===== config.mk =====
export PLATFORM = sky130hd
export DESIGN_NAME = decode_stage_flat
export DESIGN_NICKNAME = d
export VERILOG_FILES = /design/src/rtl/decode_if.sv /design/src/rtl/decode_stage.sv /design/src/flat_wrapper.sv
export SDC_FILE = /design/constraint.sdc
export NUM_CORES = 1
export LEC_CHECK = 0
export BUFFER_PORTS_ARGS = -buffer_cell sky130_fd_sc_hd__clkbuf_2
export CAP_MARGIN = 20
export CORE_MARGIN = 2
export CORE_UTILIZATION = 52
export DETAILED_ROUTE_END_ITERATION = 7
export PLACE_DENSITY_LB_ADDON = 0.25
export SLEW_MARGIN = 10
export SYNTH_ARGS = -nofsm -noshare
export SYNTH_HDL_FRONTEND = slang
export SYNTH_SLANG_ARGS = --single-unit
export TNS_END_PERCENT = 1

===== constraint.sdc =====
create_clock -name clk -period 3.7 [get_ports clk]
set_input_delay 1.11 -clock clk [delete_from_list [all_inputs] [get_ports clk]]
set_output_delay 1.11 -clock clk [all_outputs]
set_load 0.005 [all_outputs]

===== src/rtl/decode_if.sv =====
// Handshake and decoded-field bundle for decode_stage.
// Upstream side: flush, in_valid, in_inst, in_ready.
// Downstream side: out_valid, out_ready, opcode, rd, rn, rm, imm, fmt, illegal, illegal_cnt.
// slave modport is the decode stage; master modport is whatever drives and consumes it.
interface decode_if #(
  parameter int unsigned DATA_W = 32,
  parameter int unsigned CNT_W  = 16
) ();
  logic              flush;
  logic              in_valid;
  logic [25:0]       in_inst;
  logic              in_ready;
  logic              out_valid;
  logic              out_ready;
  logic [5:0]        opcode;
  logic [4:0]        rd;
  logic [4:0]        rn;
  logic [4:0]        rm;
  logic [DATA_W-1:0] imm;
  logic [1:0]        fmt;
  logic              illegal;
  logic [CNT_W-1:0]  illegal_cnt;

  modport slave (
    input  flush, in_valid, in_inst, out_ready,
    output in_ready, out_valid, opcode, rd, rn, rm, imm, fmt, illegal, illegal_cnt
  );

  modport master (
    output flush, in_valid, in_inst, out_ready,
    input  in_ready, out_valid, opcode, rd, rn, rm, imm, fmt, illegal, illegal_cnt
  );
endinterface


===== src/rtl/decode_stage.sv =====
// Instruction decode stage with a 2-entry skid buffer.
// Ports:
//   clk    - single clock, all state on the rising edge
//   rst_n  - asynchronous active-low reset
//   bus    - decode_if.slave: upstream valid/ready + raw 26-bit word, downstream valid/ready
//            + decoded fields (opcode, rd, rn, rm, imm, fmt, illegal) and illegal_cnt
// Instructions are decoded combinationally on the way in and stored already decoded; the
// outputs show the FIFO head and are forced to zero whenever nothing is held.
module decode_stage #(
  parameter int unsigned DATA_W   = 32,
  parameter bit          SIGN_EXT = 1'b1,
  parameter int unsigned CNT_W    = 16
) (
  input  logic    clk,
  input  logic    rst_n,
  decode_if.slave bus
);

  localparam logic [1:0] FmtR   = 2'd0;
  localparam logic [1:0] FmtI10 = 2'd1;
  localparam logic [1:0] FmtJ20 = 2'd2;
  localparam logic [1:0] FmtIll = 2'd3;

  typedef struct packed {
    logic [5:0]        opcode;
    logic [4:0]        rd;
    logic [4:0]        rn;
    logic [4:0]        rm;
    logic [DATA_W-1:0] imm;
    logic [1:0]        fmt;
  } entry_t;

  entry_t            dec;
  logic [DATA_W-1:0] imm10_ext, imm20_ext;

  entry_t           mem_q [2];
  entry_t           mem_d [2];
  logic             rd_ptr_q, rd_ptr_d;
  logic             wr_ptr_q, wr_ptr_d;
  logic [1:0]       cnt_q, cnt_d;
  logic             in_ready_q, in_ready_d;
  logic [CNT_W-1:0] ill_cnt_q, ill_cnt_d;

  logic   push, pop, out_valid;
  entry_t head;

  // Size casts of signed operands replicate the MSB, so SIGN_EXT just picks the signedness.
  always_comb begin
    if (SIGN_EXT) begin
      imm10_ext = DATA_W'($signed(bus.in_inst[9:0]));
      imm20_ext = DATA_W'($signed(bus.in_inst[19:0]));
    end else begin
      imm10_ext = DATA_W'(bus.in_inst[9:0]);
      imm20_ext = DATA_W'(bus.in_inst[19:0]);
    end
  end

  // Decode on {class, m}; fields unused by a format stay at their zero default.
  always_comb begin
    dec        = '0;
    dec.opcode = bus.in_inst[25:20];
    unique case (bus.in_inst[25:23])
      3'b000, 3'b010: begin
        dec.fmt = FmtR;
        dec.rd  = bus.in_inst[19:15];
        dec.rn  = bus.in_inst[14:10];
        dec.rm  = bus.in_inst[9:5];
      end
      3'b001, 3'b011, 3'b100, 3'b110: begin
        dec.fmt = FmtI10;
        dec.rd  = bus.in_inst[19:15];
        dec.rn  = bus.in_inst[14:10];
        dec.imm = imm10_ext;
      end
      3'b111: begin
        dec.fmt = FmtJ20;
        dec.imm = imm20_ext;
      end
      3'b101: begin
        dec.fmt = FmtIll;
      end
      default: dec.fmt = FmtIll;
    endcase
  end

  assign push      = bus.in_valid & in_ready_q;
  assign out_valid = (cnt_q != 2'd0);
  assign pop       = out_valid & bus.out_ready;

  always_comb begin
    mem_d    = mem_q;
    rd_ptr_d = rd_ptr_q;
    wr_ptr_d = wr_ptr_q;
    cnt_d    = cnt_q;
    if (bus.flush) begin
      // Flush wins over push and pop; an instruction accepted this edge is dropped.
      rd_ptr_d = 1'b0;
      wr_ptr_d = 1'b0;
      cnt_d    = 2'd0;
    end else begin
      if (push) begin
        mem_d[wr_ptr_q] = dec;
        wr_ptr_d        = ~wr_ptr_q;
      end
      if (pop) begin
        rd_ptr_d = ~rd_ptr_q;
      end
      cnt_d = cnt_q + {1'b0, push} - {1'b0, pop};
    end
    in_ready_d = (cnt_d < 2'd2);
  end

  // Illegal count follows acceptance, so it also counts instructions that flush discards.
  always_comb begin
    ill_cnt_d = ill_cnt_q;
    if (push && (dec.fmt == FmtIll) && (ill_cnt_q != {CNT_W{1'b1}})) begin
      ill_cnt_d = ill_cnt_q + {{(CNT_W-1){1'b0}}, 1'b1};
    end
  end

  always_ff @(posedge clk or negedge rst_n) begin
    if (!rst_n) begin
      mem_q[0]   <= '0;
      mem_q[1]   <= '0;
      rd_ptr_q   <= 1'b0;
      wr_ptr_q   <= 1'b0;
      cnt_q      <= 2'd0;
      in_ready_q <= 1'b0;
      ill_cnt_q  <= '0;
    end else begin
      mem_q      <= mem_d;
      rd_ptr_q   <= rd_ptr_d;
      wr_ptr_q   <= wr_ptr_d;
      cnt_q      <= cnt_d;
      in_ready_q <= in_ready_d;
      ill_cnt_q  <= ill_cnt_d;
    end
  end

  always_comb begin
    head = out_valid ? mem_q[rd_ptr_q] : '0;
  end

  assign bus.in_ready    = in_ready_q;
  assign bus.out_valid   = out_valid;
  assign bus.opcode      = head.opcode;
  assign bus.rd          = head.rd;
  assign bus.rn          = head.rn;
  assign bus.rm          = head.rm;
  assign bus.imm         = head.imm;
  assign bus.fmt         = head.fmt;
  assign bus.illegal     = out_valid & (head.fmt == FmtIll);
  assign bus.illegal_cnt = ill_cnt_q;

endmodule


===== src/flat_wrapper.sv =====
// flat-port wrapper written by rule: the top's interface ports become plain ports
module decode_stage_flat 
#(
  parameter int unsigned DATA_W   = 32,
  parameter bit          SIGN_EXT = 1'b1,
  parameter int unsigned CNT_W    = 16
)
  (clk, rst_n, bus_flush, bus_in_valid, bus_in_inst, bus_out_ready, bus_in_ready, bus_out_valid, bus_opcode, bus_rd, bus_rn, bus_rm, bus_imm, bus_fmt, bus_illegal, bus_illegal_cnt);
  decode_if #(.DATA_W(DATA_W), .CNT_W(CNT_W)) bus_i ();
  input  logic clk;
  input  logic rst_n;
  input wire logic [$bits(bus_i.flush)-1:0] bus_flush;
  input wire logic [$bits(bus_i.in_valid)-1:0] bus_in_valid;
  input wire logic [$bits(bus_i.in_inst)-1:0] bus_in_inst;
  input wire logic [$bits(bus_i.out_ready)-1:0] bus_out_ready;
  output wire logic [$bits(bus_i.in_ready)-1:0] bus_in_ready;
  output wire logic [$bits(bus_i.out_valid)-1:0] bus_out_valid;
  output wire logic [$bits(bus_i.opcode)-1:0] bus_opcode;
  output wire logic [$bits(bus_i.rd)-1:0] bus_rd;
  output wire logic [$bits(bus_i.rn)-1:0] bus_rn;
  output wire logic [$bits(bus_i.rm)-1:0] bus_rm;
  output wire logic [$bits(bus_i.imm)-1:0] bus_imm;
  output wire logic [$bits(bus_i.fmt)-1:0] bus_fmt;
  output wire logic [$bits(bus_i.illegal)-1:0] bus_illegal;
  output wire logic [$bits(bus_i.illegal_cnt)-1:0] bus_illegal_cnt;
  assign bus_i.flush = bus_flush;
  assign bus_i.in_valid = bus_in_valid;
  assign bus_i.in_inst = bus_in_inst;
  assign bus_i.out_ready = bus_out_ready;
  assign bus_in_ready = bus_i.in_ready;
  assign bus_out_valid = bus_i.out_valid;
  assign bus_opcode = bus_i.opcode;
  assign bus_rd = bus_i.rd;
  assign bus_rn = bus_i.rn;
  assign bus_rm = bus_i.rm;
  assign bus_imm = bus_i.imm;
  assign bus_fmt = bus_i.fmt;
  assign bus_illegal = bus_i.illegal;
  assign bus_illegal_cnt = bus_i.illegal_cnt;
  decode_stage #(.DATA_W(DATA_W), .SIGN_EXT(SIGN_EXT), .CNT_W(CNT_W)) u_core (.clk(clk), .rst_n(rst_n), .bus(bus_i));
endmodule

==> impl_metrics.env <==
export IMPL_crit_end="bus_imm[22]"
export IMPL_wl_met3_um=454
export IMPL_netlist_area_um2=5080
export IMPL_initial_core_util=0.527
export IMPL_avgSynthCellArea_um2=9.70
export IMPL_seq_area_um2=2680
export IMPL_grt_usage=0.214
export IMPL_antenna_cells=0
export IMPL_synth_seq_cells=107
export IMPL_drt_initial_drc_count=155
export IMPL_cts_tree="yes"
export IMPL_rr_worst_depth=9
export IMPL_tightestPinTransition_ps=661
export IMPL_yosysWarnings=0
export IMPL_place_worst_setup_slack_ps=953
export IMPL_path_max_fanout=16
export IMPL_hp_class="flop to flop"
export IMPL_synth_seq_area_share=0.527
export IMPL_ios=105
export IMPL_viasPerCell=5.19
export IMPL_worst_slack_ps=561
export IMPL_final_setup_viol_count=0
export IMPL_finalNetCount=643
export IMPL_num_fill_cells=895
export IMPL_slowest_delay_ps=720
export IMPL_fmax_ghz=0.319
export IMPL_post_cts_buffers=0
export IMPL_synthDominantCellAreaShare=0.527
export IMPL_slew_headroom=0.558
export IMPL_clk_latency_ps=370
export IMPL_synth_top_cell_by_area="dfrtp_1"
export IMPL_grt_max_degree=59
export IMPL_status="finished clean"
export IMPL_clockBufferDepth=2
export IMPL_netlist_instances=524
export IMPL_via_count=3845
export IMPL_hold_viol=0
export IMPL_arrival_ps=2030
export IMPL_maxSlewViolCount=0
export IMPL_met1_length_mm=4.96
export IMPL_crit_chain="mux2i_1, nor2_1, clkbuf_2"
export IMPL_multi_input_area_um2=2170
export IMPL_grt_pass1_wl_mm=17.5
export IMPL_gp_congestion=0.771
export IMPL_wirelength_mm=10.7
export IMPL_cts_repair_resized=0
export IMPL_top_layer="met4"
export IMPL_gr_total_overflow=0
export IMPL_endpoint_kind="output pin"
export IMPL_setup_tns_ps=0
export IMPL_wl_per_cell_um=14.5
export IMPL_io_buffers=104
export IMPL_wl_met2_mm=5.14
export IMPL_maxCapViolations=0
export IMPL_cts_sinks=107
export IMPL_numCtsBuffers=9
export IMPL_critPathLaunchType="flop"
export IMPL_die_w_um=103
export IMPL_slowest_stage="dfrtp_2"
export IMPL_rsz0062_at_grt="false"
export IMPL_r2r_start="u_core.cnt_q[1]"
export IMPL_die_area_um2=10600
export IMPL_clkTransAtPathRegs_ps=90
export IMPL_syn2layout_area_growth_pct=14.7
export IMPL_h_tree_depth=3
export IMPL_rr_endpoint="u_core.bus.in_ready"
export IMPL_hpwl_mm=7.46
export IMPL_min_period_ps=3140
export IMPL_die_h_um=103
export IMPL_grt_pass1_vias=3665
export IMPL_drc=0
export IMPL_rows=36
export IMPL_final_cell_mix="106 x dfrtp_1, 103 x clkbuf_2, 97 x nand2_1"
export IMPL_path_class="flop to output pin"
export IMPL_worstHoldPathCells=2
export IMPL_crit_path_start="u_core.rd_ptr_q"
export IMPL_core_area_um2=9640
export IMPL_layout_worst_path_cycle_share=0.849
export IMPL_ir_drop_v=0.000361
export IMPL_fin_skew_ps=6.79
export IMPL_critPathRequiredTime_ps=2590
export IMPL_post_route_cells_drive_above_1_share=0.245
export IMPL_cts_root_buf="clkbuf_8"
export IMPL_drt_antenna_violating_nets=0
export IMPL_syn_nets=561
export IMPL_power_density_nw_per_um2=686
export IMPL_reg2reg_slack_ps=1450
export IMPL_antenna_found_initial=0
export IMPL_layout_commonest_cell="dfrtp_1"
export IMPL_drt_first_pass_iters=4
export IMPL_leakagePower_nw=2.85
export IMPL_yosys_top_cells_area="dfrtp_1 53%, mux2i_1 8.5%, o21ai_0 7.8%"
export IMPL_cts_hold_fix_buffers=0
export IMPL_synth_distinct_cells=38
layer usage:
layer | vias to the layer above | GRT usage
li1 | 1904 | -
met1 | 1846 | 0.301
met2 | 82 | 0.339
met3 | 13 | 0.0305
met4 | 0 | 0.0840
met5 | - | 0
how the worst min path moves through the flow:
stage                                 start           endpoint  slack (ps)
after floorplan           u_core.mem_q[100]  u_core.mem_q[100]         450
after global placement     u_core.mem_q[57]   u_core.mem_q[57]         460
after detailed placement   u_core.mem_q[65]   u_core.mem_q[65]         470
after CTS                  u_core.mem_q[72]   u_core.mem_q[72]         490
after global routing       u_core.mem_q[97]   u_core.mem_q[97]         510
final                      u_core.mem_q[92]   u_core.mem_q[92]         480
power breakdown:
group          switching (mW)  total [mW]  internal [mW]
Sequential              0.288        1.90           1.61
Clock                   0.365       0.664          0.299
Combinational           0.779        1.44          0.659
registers in the layout, summed over array words and instances, names as in the netlist:
signal	flops
u_core.rd_ptr_q	1
u_core.cnt_q	2
u_core.mem_q	86
u_core.bus.in_ready	1
u_core.bus.illegal_cnt	16
u_core.wr_ptr_q	1
cells in the mapped netlist, drive strengths merged:
library cell and number:
o21bai 1, xnor2 4, o21ai 80, nor4 6, or3 1, and3b 1
a22oi 1, nor2b 1, xor2 11, buf 17, o211ai 1, nand4b 1
a21oi 10, ha 6, nor2 50, and3 3, or2 2, nor3b 1
and2 3, nor3 8, nand2b 11, mux2 13, nand4 6, nand3 3
or4 2, clkbuf 24, mux2i 43, dfrtp 107, inv 10, nand2 97
through the flow:
step | total power [mW] | hold WS, ps | util | instance area [um^2] | std cells
global placement | 3.32 | 460 | 0.587 | 5660 | 728
finish | 4.00 | 483 | 0.605 | 5830 | 741
detailed placement | 3.39 | 470 | 0.587 | 5660 | 728
global route | 4.34 | 506 | 0.605 | 5830 | 741
CTS | 4.05 | 490 | 0.605 | 5830 | 741
floorplan | 2.84 | 449 | - | 5080 | 524
logic make-up after synthesis:
family,Yosys count,share of synthesized area
flops,107,0.527
compound gates,93,0.0938
xor+xnor,15,0.0259
mux,56,0.114
simple gates,196,0.177
fa+ha+maj,6,0.0148
buf+inv,51,0.0478
area by class of cell:
cell class                      count  share of cell area
Multi-Input combinational cell    366               0.372
Clock buffer                        9              0.0212
Inverter                           10             0.00644
Clock inverter                      4             0.00773
Sequential cell                   107               0.460
Tap cell                          133              0.0285
Timing Repair Buffer              112               0.104
worst max-delay path, delay by kind of cell (launching register included):
| kind | cells | cell delay (ps) |
|---|---|---|
| muxes | 1 | 180 |
| and+or+nand+nor | 1 | 540 |
| DFF | 1 | 720 |
| buffers and inverters | 1 | 230 |
Power figures use the tool's default switching activity.
